[config.mk]
export PLATFORM = sky130hd
export DESIGN_NAME = jtframe_rom_req
export DESIGN_NICKNAME = d
export VERILOG_FILES = /design/src/rtl/jtframe_rom_req_pkg.sv /design/src/rtl/jtframe_rom_req_cache.sv /design/src/rtl/jtframe_rom_req.sv
export SDC_FILE = /design/constraint.sdc
export NUM_CORES = 1
export LEC_CHECK = 0
export CAP_MARGIN = 20
export CORE_UTILIZATION = 45
export DETAILED_ROUTE_END_ITERATION = 7
export GPL_TIMING_DRIVEN = 0
export HOLD_SLACK_MARGIN = 0.02
export PLACE_DENSITY = 0.72
export SLEW_MARGIN = 20
export SYNTH_ARGS = -nofsm -noshare
export SYNTH_HDL_FRONTEND = slang
export SYNTH_SLANG_ARGS = --single-unit
[constraint.sdc]
create_clock -name clk -period 10.1 [get_ports clk]
set_input_delay 2.02 -clock clk [delete_from_list [all_inputs] [get_ports clk]]
set_output_delay 2.02 -clock clk [all_outputs]
set_load 0.01 [all_outputs]
[src/rtl/jtframe_rom_req_pkg.sv]
// jtframe_rom_req_pkg: state encoding, timeout limit and
// address-split helper shared by the ROM requester and its cache.
package jtframe_rom_req_pkg;

    typedef enum logic [1:0] {IDLE, REQ, WAIT} state_t;

    localparam logic [7:0] TIMEOUT = 8'd255;

    // Address bits that select a DW slice inside a 32-bit word
    function automatic int lsb_w(input int dw);
        return (dw == 32) ? 0 : (dw == 16) ? 1 : 2;
    endfunction

endpackage

[src/rtl/jtframe_rom_req_cache.sv]
// jtframe_rom_req_cache: 2-entry tag/valid/data store with round-robin
// replacement.
// Ports:
//   clk, rst          clock and asynchronous active-high reset
//   flush             clears all valid bits
//   lookup, tag       lookup strobe and tag
//   hit, hit_data     hit flag and the word of the hitting entry
//   we, wtag, wdata   fill of the entry under ptr (ptr then toggles)
module jtframe_rom_req_cache
    import jtframe_rom_req_pkg::*;
#(
    parameter int TW = 16
)(
    input  logic          clk,
    input  logic          rst,
    input  logic          flush,
    input  logic          lookup,
    input  logic [TW-1:0] tag,
    output logic          hit,
    output logic [31:0]   hit_data,
    input  logic          we,
    input  logic [TW-1:0] wtag,
    input  logic [31:0]   wdata
);

    logic [1:0]    valid;
    logic          ptr;
    logic [TW-1:0] tag0, tag1;
    logic [31:0]   data0, data1;
    logic          hit0, hit1;

    assign hit0     = valid[0] && (tag0 == tag);
    assign hit1     = valid[1] && (tag1 == tag);
    assign hit      = lookup && (hit0 || hit1);
    assign hit_data = hit1 ? data1 : data0;

    always_ff @(posedge clk or posedge rst) begin
        if (rst) begin
            valid <= 2'b00;
            ptr   <= 1'b0;
            tag0  <= '0;
            tag1  <= '0;
            data0 <= '0;
            data1 <= '0;
        end else if (flush) begin
            valid <= 2'b00;
        end else if (we) begin
            if (ptr) begin
                tag1  <= wtag;
                data1 <= wdata;
            end else begin
                tag0  <= wtag;
                data0 <= wdata;
            end
            valid[ptr] <= 1'b1;
            ptr        <= ~ptr;
        end
    end

endmodule

[src/rtl/jtframe_rom_req.sv]
// jtframe_rom_req: game-side SDRAM ROM requester with a 2-entry word cache.
// Ports:
//   clk, rst                   clock, asynchronous active-high reset
//   downloading                flushes the cache and abandons requests
//   addr, addr_ok              game ROM address and request level
//   dout, data_ok              data for the address of the previous cycle
//   sdram_req/ack/addr/bank    request handshake towards the SDRAM arbiter
//   data_read, data_rdy        returned 32-bit word and its strobe
// Optional macro JTFRAME_ROM_REQ_TIMEOUT_EN: re-issues the request when
// data_rdy does not arrive within 256 cycles of the ack.
module jtframe_rom_req
    import jtframe_rom_req_pkg::*;
#(
    parameter int          AW     = 18,
    parameter int          DW     = 8,
    parameter logic [21:0] OFFSET = 22'h0,
    parameter logic [1:0]  BANK   = 2'd0
)(
    input  logic          clk,
    input  logic          rst,
    input  logic          downloading,
    input  logic [AW-1:0] addr,
    input  logic          addr_ok,
    output logic [DW-1:0] dout,
    output logic          data_ok,
    output logic          sdram_req,
    input  logic          sdram_ack,
    output logic [21:0]   sdram_addr,
    output logic [1:0]    sdram_bank,
    input  logic [31:0]   data_read,
    input  logic          data_rdy
);

    localparam int LSB = lsb_w(DW);
    localparam int TW  = AW - LSB;

    state_t        state;
    logic [AW-1:0] addr_q;
    logic          ok_q;
    logic [TW-1:0] tag_q, miss_tag;
    logic [1:0]    sel;
    logic          hit, fill;
    logic [31:0]   hit_data;
    logic [DW-1:0] slice, dout_q;
`ifdef JTFRAME_ROM_REQ_TIMEOUT_EN
    logic [7:0]    timer;
`endif

    assign tag_q = addr_q[AW-1:LSB];

    if (LSB == 2) begin : g_sel4
        assign sel = addr_q[1:0];
    end else if (LSB == 1) begin : g_sel2
        assign sel = {1'b0, addr_q[0]};
    end else begin : g_sel1
        assign sel = 2'b00;
    end

    assign slice      = hit_data[int'(sel) * DW +: DW];
    assign data_ok    = (state == IDLE) && hit && !downloading;
    assign dout       = data_ok ? slice : dout_q;
    assign sdram_bank = BANK;

    // ack and data_rdy together in REQ complete the fill at once
    assign fill = !downloading && data_rdy &&
                  ((state == REQ && sdram_ack) || state == WAIT);

    jtframe_rom_req_cache #(.TW(TW)) u_cache (
        .clk      (clk),
        .rst      (rst),
        .flush    (downloading),
        .lookup   (ok_q),
        .tag      (tag_q),
        .hit      (hit),
        .hit_data (hit_data),
        .we       (fill),
        .wtag     (miss_tag),
        .wdata    (data_read)
    );

    always_ff @(posedge clk or posedge rst) begin
        if (rst) begin
            addr_q <= '0;
            ok_q   <= 1'b0;
        end else begin
            addr_q <= addr;
            ok_q   <= addr_ok;
        end
    end

    always_ff @(posedge clk or posedge rst) begin
        if (rst) begin
            state      <= IDLE;
            sdram_req  <= 1'b0;
            sdram_addr <= OFFSET;
            miss_tag   <= '0;
            dout_q     <= '0;
`ifdef JTFRAME_ROM_REQ_TIMEOUT_EN
            timer      <= '0;
`endif
        end else if (downloading) begin
            state     <= IDLE;
            sdram_req <= 1'b0;
        end else begin
            if (data_ok) dout_q <= slice;
            unique case (state)
                IDLE: begin
                    if (ok_q && !hit) begin
                        state      <= REQ;
                        sdram_req  <= 1'b1;
                        sdram_addr <= OFFSET + 22'({tag_q, 1'b0});
                        miss_tag   <= tag_q;
                    end
                end
                REQ: begin
                    if (sdram_ack) begin
                        sdram_req <= 1'b0;
                        state     <= data_rdy ? IDLE : WAIT;
`ifdef JTFRAME_ROM_REQ_TIMEOUT_EN
                        timer     <= '0;
`endif
                    end
                end
                WAIT: begin
                    if (data_rdy) begin
                        state <= IDLE;
`ifdef JTFRAME_ROM_REQ_TIMEOUT_EN
                    end else if (timer == TIMEOUT) begin
                        // sdram_addr still holds the lost request
                        state     <= REQ;
                        sdram_req <= 1'b1;
                    end else begin
                        timer <= timer + 8'd1;
`endif
                    end
                end
                default: state <= IDLE;
            endcase
        end
    end

endmodule

==> results of run 1 <==
path summary, 6_finish.rpt:
| check | endpoint | slack, ns | cells after the start | startpoint |
|---|---|---|---|---|
| setup / recovery | dout[7] | 3.46 | 6 | downloading |
| hold / removal | u_cache.ptr | 0.50 | 1 | u_cache.ptr |
| setup reg to reg | u_cache.data0[8] | 7.26 | 7 | state[1] |
| hold reg to reg | u_cache.ptr | 0.50 | 1 | u_cache.ptr |
| max in group asynchronous | dout_q[4] | 7.34 | 3 | rst |
| min in group asynchronous | u_cache.tag1[14] | 1.98 | 2 | rst |
final cells by class:
type | instances | area share (%)
Sequential cell | 145 | 45.1
Timing Repair Buffer | 82 | 10.4
Multi-Input combinational cell | 239 | 32.1
Inverter | 3 | 0.233
Clock buffer | 25 | 6.41
Tap cell | 180 | 2.80
Buffer | 26 | 2.04
Clock inverter | 5 | 0.933
worst max-delay path, cell delays in order:
cell and delay, ns:
clkdlybuf4s50_1 0.51, nor4b_1 0.59, a21boi_4 0.41, buf_4 0.25
mux2_2 0.36, clkdlybuf4s50_1 0.48
per-stage QoR:
step	total power, W	worst slack [ns]	utilization, %	std cells	cell area (um^2)
detailed placement	0.00137	3.50	53.9	675	7450
global placement	0.00133	2.46	53.7	674	7420
CTS	0.00200	3.46	58.2	705	8040
global route	0.00208	3.37	58.2	705	8040
finish	0.00198	3.46	58.2	705	8040
floorplan	0.00121	4.19	-	413	6380
sequential cells by signal (all words and copies together), names as in the netlist:
register	flops
u_cache.ptr	1
u_cache.data1	32
state	2
u_cache.tag0	16
sdram_req	1
dout_q	8
addr_q	18
u_cache.data0	32
u_cache.valid	2
ok_q	1
miss_tag	16
u_cache.tag1	16
synth_stat cells, types with 3 or more instances:
cell type,n
mux2_4,18
nand4_1,3
nor4b_1,3
buf_4,9
buf_1,8
or4_1,3
nand2_1,7
mux4_2,16
nor2_1,3
nand3_1,5
inv_1,3
xnor2_1,19
nor4_1,5
xor2_1,14
clkbuf_1,5
dfrtp_1,145
mux2_2,118
logic make-up after synthesis:
family | after synthesis | synth area share, %
compound gates | 6 | 0.827
xor+xnor | 33 | 4.55
simple gates | 40 | 3.90
flops | 145 | 57.1
other cells | 1 | 0.0590
mux | 152 | 30.8
buf+inv | 29 | 2.76
metal layers:
layer / GRT usage [%] / wire length, um
met1: 26.9 / 6140
met2: 29.9 / 6180
met3: 4.81 / 485
met4: 9.34 / 313
met5: 0 / 0
report_power, final:
group | internal (W) | total [W] | switching (W)
clock | 0.000399 | 0.000624 | 0.000225
combinational | 0.000301 | 0.000463 | 0.000162
sequential | 0.000776 | 0.000896 | 0.000120
==> impl_metrics.csv, run 1 <==
group,metric,value,unit
sta,relSlewSlack,48.1,%
detailed_routing,post_drt_wl_per_cell,18.6,um
detailed_routing,post-route-drc-count,0,
detailed_routing,first_pass_iters,4,
clocking,clock_path_buffers,2,
status,status,"finished, final reports clean",
cells_and_area,layout_commonest_cell,"dfrtp_1",
cells_and_area,drive_gt1_share,37.7,%
detailed_routing,viasPerCell,5.23,
place,port_buffers,81,
grt,grt_max_degree,97,
detailed_routing,drtAntennaViolNets,0,
critical_path,critPathKind,"in2out",
cells_and_area,register_area,3630,um^2
power,power_leakage,3.56,nW
critical_path,critPathCaptureType,"output port",
cells_and_area,multi_input_area,2580,um^2
clocking,cts_hold_buf,0,
grt,grt_overflow,0,
clocking,clkLatencyLatePin,0.43,ns
sta,fin_skew,0.0158,ns
critical_path,cp.required,8.08,ns
clocking,tritoncts,"done",
grt,antenna_found_initial,0,
synth,synth_edf_count,0,
clocking,path_clk_slew,0.05,ns
synth,synth_area_leader_cell,"dfrtp_1",
synth,synth-main-ff-cell,"dfrtp_1",
power,peakVddDrop,0.128,mV
synth,yosys.area.top_type_share,57.1,%
clocking,cts_sinks,145,
synth,ys_ff_latch,145,
cells_and_area,nets,570,
synth,syn_area,6360,um^2
job,drv_cap,0,
clocking,cts_made_buffers,17,
sta,drv_slew,0,
synth,async_reset_ff_share,100,%
cells_and_area,num_antenna_cells,0,
sta,whs,0.501,ns
place,gp_congestion,0.846,
critical_path,cp-start-kind,"input pin",
floorplanning,row_count,43,
floorplanning,start_util,46.0,%
synth,synth_cell_types,36,
floorplanning,die_h,121,um
critical_path,crit_fanout,10,
clocking,post_cts_buffers,0,
synth,synth.area.top_cells,"dfrtp_1, mux2_2, mux4_2, mux2_4, xnor2_1",
grt,grt_pass1_wl,21200,um
floorplanning,die_w,121,um
sta,setup_viol,0,
synth,yosys_warnings,0,
floorplanning,design.core.area,13800,um^2
grt,track_usage,19.8,%
clocking,ctsResizeCount,0,
place,hpwl,9050,um
hold_path,hold_path.class,"reg2reg",
floorplanning,die_area,14600,um^2
floorplanning,io_pins,90,
critical_path,worst_ep_arrival_time,4.62,ns
synth,syn-instance-count,406,
sta,period_needed,6.64,ns
sta,max_freq,151,MHz
cells_and_area,fillers,1077,
synth,syn-mean-instance-area,15.7,um^2
sta,rsz0062_at_grt,"no",
clocking,h-tree-depth,4,
power,power_density,247,nW/um^2
detailed_routing,drt_iter0_drc,108,
cells_and_area,layout_common_cells,"dfrtp_1, mux2_2, clkdlybuf4s50_1",
synth,synth_seq_area_share,57.1,%
clocking,cts_root_buffer,"clkbuf_16",
sta,setup_tns,0,ns
sta,layout_worst_path_cycle_share,65.8,%
detailed_routing,dr_total_vias,3685,
grt,grt_pass1_vias,3915,
sta,tightest_slew,0.778,ns
detailed_routing,finalWirelength,13100,um
cells_and_area,syn_to_final_growth,26.6,%
sta,final_hold_viol_count,0,
(Power assumes the default switching activity.)
==> run 2, diff against run 1 <==
--- a/config.mk
+++ b/config.mk
@@ -10,7 +10,7 @@
 export DETAILED_ROUTE_END_ITERATION = 7
 export GPL_TIMING_DRIVEN = 0
 export HOLD_SLACK_MARGIN = 0.02
-export PLACE_DENSITY = 0.72
+export PLACE_DENSITY = 0.74
 export SLEW_MARGIN = 20
 export SYNTH_ARGS = -nofsm -noshare
 export SYNTH_HDL_FRONTEND = slang
==> constraint.sdc (replaced) <==
create_clock -name clk -period 5.6 [get_ports clk]
set_input_delay 1.12 -clock clk [delete_from_list [all_inputs] [get_ports clk]]
set_output_delay 1.12 -clock clk [all_outputs]
set_load 0.01 [all_outputs]
==> run 2 against run 1 <==
  * Sequential share of layout area is 0.26 points higher
  * Via count is 0.22% lower
  * Design area is 0.58% lower
  * Combinational power is 80% higher
  * Die area stayed put
  * Critical path type unchanged
  * Core utilization is 0.33 points lower
  * Total power is 76% higher
  * Clock skew is 0.0091 ns lower
  * Setup slack worse by 2.7 ns
==> impl_metrics.csv, run 2 (synthesis results as in run 1) <==
group,metric,value,unit
cells_and_area,num_antenna_cells,0,
detailed_routing,viasPerCell,5.20,
clocking,cts_sinks,145,
power,peakVddDrop,0.237,mV
clocking,tritoncts,"done",
sta,drv_slew,0,
cells_and_area,drive_gt1_share,37.2,%
power,power,0.00350,W
clocking,post_cts_buffers,0,
clocking,cts_hold_buf,0,
cells_and_area,fin_util,57.8,%
sta,layout_worst_path_cycle_share,87.0,%
detailed_routing,drt_iter0_drc,160,
detailed_routing,finalWirelength,13100,um
critical_path,slowest_delay,0.59,ns
cells_and_area,fillers,1094,
critical_path,worst_ep_arrival_time,3.75,ns
hold_path,hold_path.class,"reg2reg",
cells_and_area,syn_to_final_growth,25.8,%
sta,fin_skew,0.00676,ns
floorplanning,die_h,121,um
floorplanning,design.core.area,13800,um^2
critical_path,critPathSlowestCell,"nor4b_1",
floorplanning,die_w,121,um
detailed_routing,first_pass_iters,4,
clocking,cts_made_buffers,17,
critical_path,critPathKind,"in2out",
critical_path,cp-start-kind,"input pin",
critical_path,crit_fanout,10,
clocking,path_clk_slew,0.05,ns
sta,final_hold_viol_count,0,
place,hpwl,9140,um
grt,track_usage,19.8,%
grt,grt_max_degree,74,
critical_path,critPathCaptureType,"output port",
cells_and_area,layout_common_cells,"dfrtp_1, mux2_2, clkdlybuf4s50_1",
grt,antenna_found_initial,0,
critical_path,worstPathCellList,"clkdlybuf4s50_1, nor4b_1, a21boi_4, buf_4, mux2_2, clkdlybuf4s50_1",
power,power_leakage,3.54,nW
critical_path,reg2reg_slack,2.77,ns
floorplanning,start_util,46.0,%
floorplanning,row_count,43,
cells_and_area,layout_commonest_cell,"dfrtp_1",
detailed_routing,post-route-drc-count,0,
clocking,clock_path_buffers,2,
status,status,"finished, final reports clean",
sta,period_needed,4.87,ns
cells_and_area,top_regs,"u_cache.data0 (32), u_cache.data1 (32), addr_q (18)",
sta,setup_viol,0,
sta,rsz0062_at_grt,"no",
floorplanning,die_area,14600,um^2
critical_path,cpMostUsedCell,"clkdlybuf4s50_1",
place,port_buffers,81,
cells_and_area,nets,570,
clocking,ctsResizeCount,0,
sta,setup_tns,0,ns
grt,grt_pass1_wl,21400,um
grt,grt_overflow,0,
grt,grt_pass1_vias,3953,
sta,relSlewSlack,50.0,%
detailed_routing,post_drt_wl_per_cell,18.5,um
clocking,clkLatencyLatePin,0.42,ns
place,gp_congestion,0.863,
detailed_routing,drtAntennaViolNets,0,
detailed_routing,dr_total_vias,3677,
critical_path,cp.required,4.48,ns
job,drv_cap,0,
clocking,h-tree-depth,4,
clocking,cts_root_buffer,"clkbuf_16",
power,power_density,438,nW/um^2
sta,max_freq,205,MHz
floorplanning,io_pins,90,
sta,tightest_slew,0.751,ns
run 2: changes by cell type in the layout (fill, tap and decap cells not counted):
cell       before  now
clkbuf_1        7   11
clkbuf_8        6    3
clkinv_2        3    5
bufinv_16       2    1
run 2: final timing paths:
kind | from | end | cells past startpoint
max | downloading | dout[2] | 6
min | u_cache.ptr | u_cache.ptr | 1
max reg2reg | state[1] | u_cache.data0[5] | 7
min reg2reg | u_cache.ptr | u_cache.ptr | 1
max in group asynchronous | rst | u_cache.ptr | 3
min in group asynchronous | rst | u_cache.data1[29] | 2
run 2: cell type report:
cell class	instances	area, um^2	area share, %
flip-flops and latches	145	3630	45.4
multi-input cells	239	2580	32.2
repair buffers	82	838	10.5
clock buffers	26	489	6.12
well taps	180	225	2.82
plain buffers	26	164	2.05
clock inverters	6	55.1	0.688
inverters	3	18.8	0.235
run 2: worst max-delay path, delay by kind of cell:
family,cells,cell delay (ns)
AOI/OAI and AO/OA,1,0.42
muxes,1,0.36
buffers and inverters,3,1.25
and+or+nand+nor,1,0.59
run 2: metal layers:
| metal | up-vias | track usage, % | share of wire, % |
|---|---|---|---|
| li1 | 1668 | - | - |
| met3 | 19 | 4.62 | 4.1 |
| met5 | - | 0 | 0 |
| met4 | 0 | 6.94 | 1.5 |
| met1 | 1920 | 28.0 | 47 |
| met2 | 70 | 30.0 | 47 |
run 2: report_power, final:
part           leakage (nW)  internal (W)  switching [W]
Clock                 0.272      0.000642       0.000402
Sequential             1.82       0.00140       0.000223
Combinational          1.44      0.000543       0.000291
run 2: per-stage QoR:
| step | hold slack (ns) | instance area, um^2 | std cells | setup slack (ns) |
|---|---|---|---|---|
| after floorplan | 0.467 | 6380 | 413 | 0.585 |
| after global placement | 0.482 | 7420 | 674 | -1.04 |
| after detailed placement | 0.490 | 7450 | 675 | 0.718 |
| after CTS | 0.505 | 8000 | 707 | 0.695 |
| after global routing | 0.522 | 8000 | 707 | 0.566 |
| final | 0.506 | 8000 | 707 | 0.729 |
==> RTL edit (settings of run 2) <==
The 3 states of `state_t` get a one-hot encoding in 3 bits.
--- a/src/rtl/jtframe_rom_req_pkg.sv
+++ b/src/rtl/jtframe_rom_req_pkg.sv
@@ -3,5 +3,5 @@
 package jtframe_rom_req_pkg;
 
-    typedef enum logic [1:0] {IDLE, REQ, WAIT} state_t;
+    typedef enum logic [2:0] {IDLE = 3'b001, REQ = 3'b010, WAIT = 3'b100} state_t;
 
     localparam logic [7:0] TIMEOUT = 8'd255;
Behaviour: same outputs for any inputs over 4 cycles, from zero or initial values and one cycle with rst high; so few cycles prove little.
==> RTL edit against run 2 <==
Cell area decreased by 0.28%; setup slack improved by 0.015 ns; synthesized area decreased by 0.18%; largest cell class unchanged; sequential cell count increased by 1; final cell count increased by 1.1%; routed wire length increased by 2.2%; die area decreased by 0.17%.
Power is not compared: it rests on default switching activity, and its combinational part moved more than twofold at a synthesized area within 25%.
==> RTL edit: results (changes against run 2) <==
| Metric | Value |
|---|---|
| Status | completed (unchanged) |
| Worst-Margin Slew | 1.00 ns (was 0.751 ns) |
| Skew-Pair Late Insertion Delay | 0.42 ns (about the same) |
| Cell depth of the worst flop-to-flop path | 7 (unchanged) |
| Clock transition at path regs | 0.05 ns (about the same) |
| Clock buffer count from CTS | 17 (unchanged) |
| Post-route clock skew | 0.00655 ns (was 0.00676 ns) |
| R2R Path Start | addr_q[5]$_DFF_PP0_ (was state[1]$_DFFE_PP0P_) |
| HPWL Detailed | 9110 µm (was 9140 µm) |
| Worst VDD drop | 187 µV |
| FFs w/ async S/R, synth | 1.00 (unchanged) |
| Share of post-route cells with drive strength above 1 | 0.370 (was 0.372) |
| Initial DRC Count | 164 (was 160) |
| Biggest regs | u_cache.data0 (32), u_cache.data1 (32), addr_q (18) (unchanged) |
| Layout filler cell count | 1098 (was 1094) |
| Sequential area share after synthesis | 0.576 (was 0.571) |
| Setup ws final | 0.744 ns (was 0.729 ns) |
| End of the critical path | dout[5] (was dout[2]) |
| Final net count | 580 (was 570) |
| Initial antenna violation count | 0 (unchanged) |
| Crit path launch | downloading (unchanged) |
| GRT Overall Usage | 0.204 (was 0.198) |
| Area after DPL | 0.00743 mm² (was 0.00745 mm²) |
| Cell variety after synth | 34 (was 36) |
| Lkg Pwr | 0.00368 µW |
| CP arrival | 3.74 ns (was 3.75 ns) |
| Worst R2R Setup Slack | 2.70 ns (was 2.77 ns) |
| Synth area leaders | dfrtp_1 57%, mux2_2 23%, mux4_2 5.7% (was dfrtp_1 57%, mux2_2 21%, mux4_2 5.7%) |
| Antenna Diode Count | 0 (unchanged) |
| Post-CTS sizing | 0 (unchanged) |
| Postcts setup bufs | 0 (unchanged) |
| Vias in the first global route | 4143 (was 3953) |
| Worst Path Max Fanout | 10 (unchanged) |
| Worst hold path class | register to register (unchanged) |
| PortBufs | 80 (was 81) |
| DR vias/cell | 5.28 (was 5.20) |
| Largest net degree at the start of global routing | 115 (was 74) |
| CTS Root Cell | clkbuf_16 (unchanged) |
| Pre-CTS setup slack | 0.730 ns (was 0.718 ns) |
| Most frequent cell after synthesis | dfrtp_1 (unchanged) |
| Clock buffer depth | 2 (unchanged) |
| Synthesis Warnings | 0 (unchanged) |
| GPL Wtd Cong | 0.792 (was 0.863) |
| CTS H-tree lvls | 4 (unchanged) |
| DR WL/cell | 18.7 µm (was 18.5 µm) |
| Most common library cells after synthesis | 145 x dfrtp_1, 128 x mux2_2, 25 x xnor2_1, 16 x mux4_2, 9 x buf_1 (was 145 x dfrtp_1, 118 x mux2_2, 19 x xnor2_1, 18 x mux2_4, 16 x mux4_2) |
| Worst flop-to-flop path endpoint | dout_q[1]$_DFFE_PP0N_ (was u_cache.data0[5]$_DFFE_PP0P_) |
| Global-route wire length before repair | 21800 µm (was 21400 µm) |
| Pre-Repair DR Iteration Count | 5 (was 4) |
-- RTL edit: cell types whose count changed after synthesis, moves of 5 or more --
cell,change
mux2_2,+10
mux2_4,-10
nand4_1,+5
xnor2_1,+6
xor2_1,-6
-- RTL edit: area by class of cell --
class,instances,area share
Tap cell,180,0.0282
Sequential cell,146,0.458
Inverter,5,0.00329
Clock buffer,23,0.0574
Timing Repair Buffer,81,0.104
Clock inverter,7,0.0107
Multi-Input combinational cell,248,0.321
Buffer,25,0.0173
-- RTL edit: per-layer routing --
| metal | up-vias | GRT usage | wire length, µm |
|---|---|---|---|
| met5 | - | 0 | 0 |
| met4 | 0 | 0.0787 | 164 |
| met3 | 12 | 0.0514 | 578 |
| met2 | 101 | 0.329 | 6700 |
| met1 | 1949 | 0.265 | 5920 |
| li1 | 1713 | - | - |
-- RTL edit: logic make-up (layout without fill, tap and decap cells) --
family | after synthesis | in the layout | share of synthesized area
AND/OR/NAND/NOR | 46 | 46 | 0.0406
XOR/XNOR | 33 | 33 | 0.0456
multiplexers | 152 | 152 | 0.303
flip-flops | 146 | 146 | 0.576
other | 1 | 8 | 0.000591
buffers and inverters | 30 | 141 | 0.0246
AO/OA/AOI/OAI | 9 | 9 | 0.00966
-- RTL edit: worst min-delay path by stage --
stage                                         end  slack [ns]                          start  depth (start not counted)
floorplan           u_cache.data1[16]$_DFFE_PP0P_        0.47  u_cache.data1[16]$_DFFE_PP0P_                          1
global placement    u_cache.data1[12]$_DFFE_PP0P_        0.48  u_cache.data1[12]$_DFFE_PP0P_                          1
detailed placement          sdram_req$_DFFE_PP0P_        0.48          sdram_req$_DFFE_PP0P_                          1
CTS                         sdram_req$_DFFE_PP0P_        0.50          sdram_req$_DFFE_PP0P_                          1
global route        u_cache.data1[23]$_DFFE_PP0P_        0.52  u_cache.data1[23]$_DFFE_PP0P_                          1
finish                      sdram_req$_DFFE_PP0P_        0.49          sdram_req$_DFFE_PP0P_                          1
-- RTL edit: metrics by stage --
stage,std cells,util
after floorplan,424,-
after CTS,715,0.577
after global placement,684,0.535
after global routing,715,0.577
after detailed placement,685,0.538
final,715,0.577
-- RTL edit: power by group --
group	leakage (µW)	switching, µW	internal, µW
combinational	0.00147	123	193
clock	0.000270	403	658
sequential	0.00194	64.9	1140
-- RTL edit: worst max-delay path: stages --
cell and delay (ns):
clkbuf_1 0.16, nor4_1 0.21, nand2_1 0.16, a21oi_1 0.78, buf_2 0.42, mux2_2 0.39
clkdlybuf4s50_1 0.48
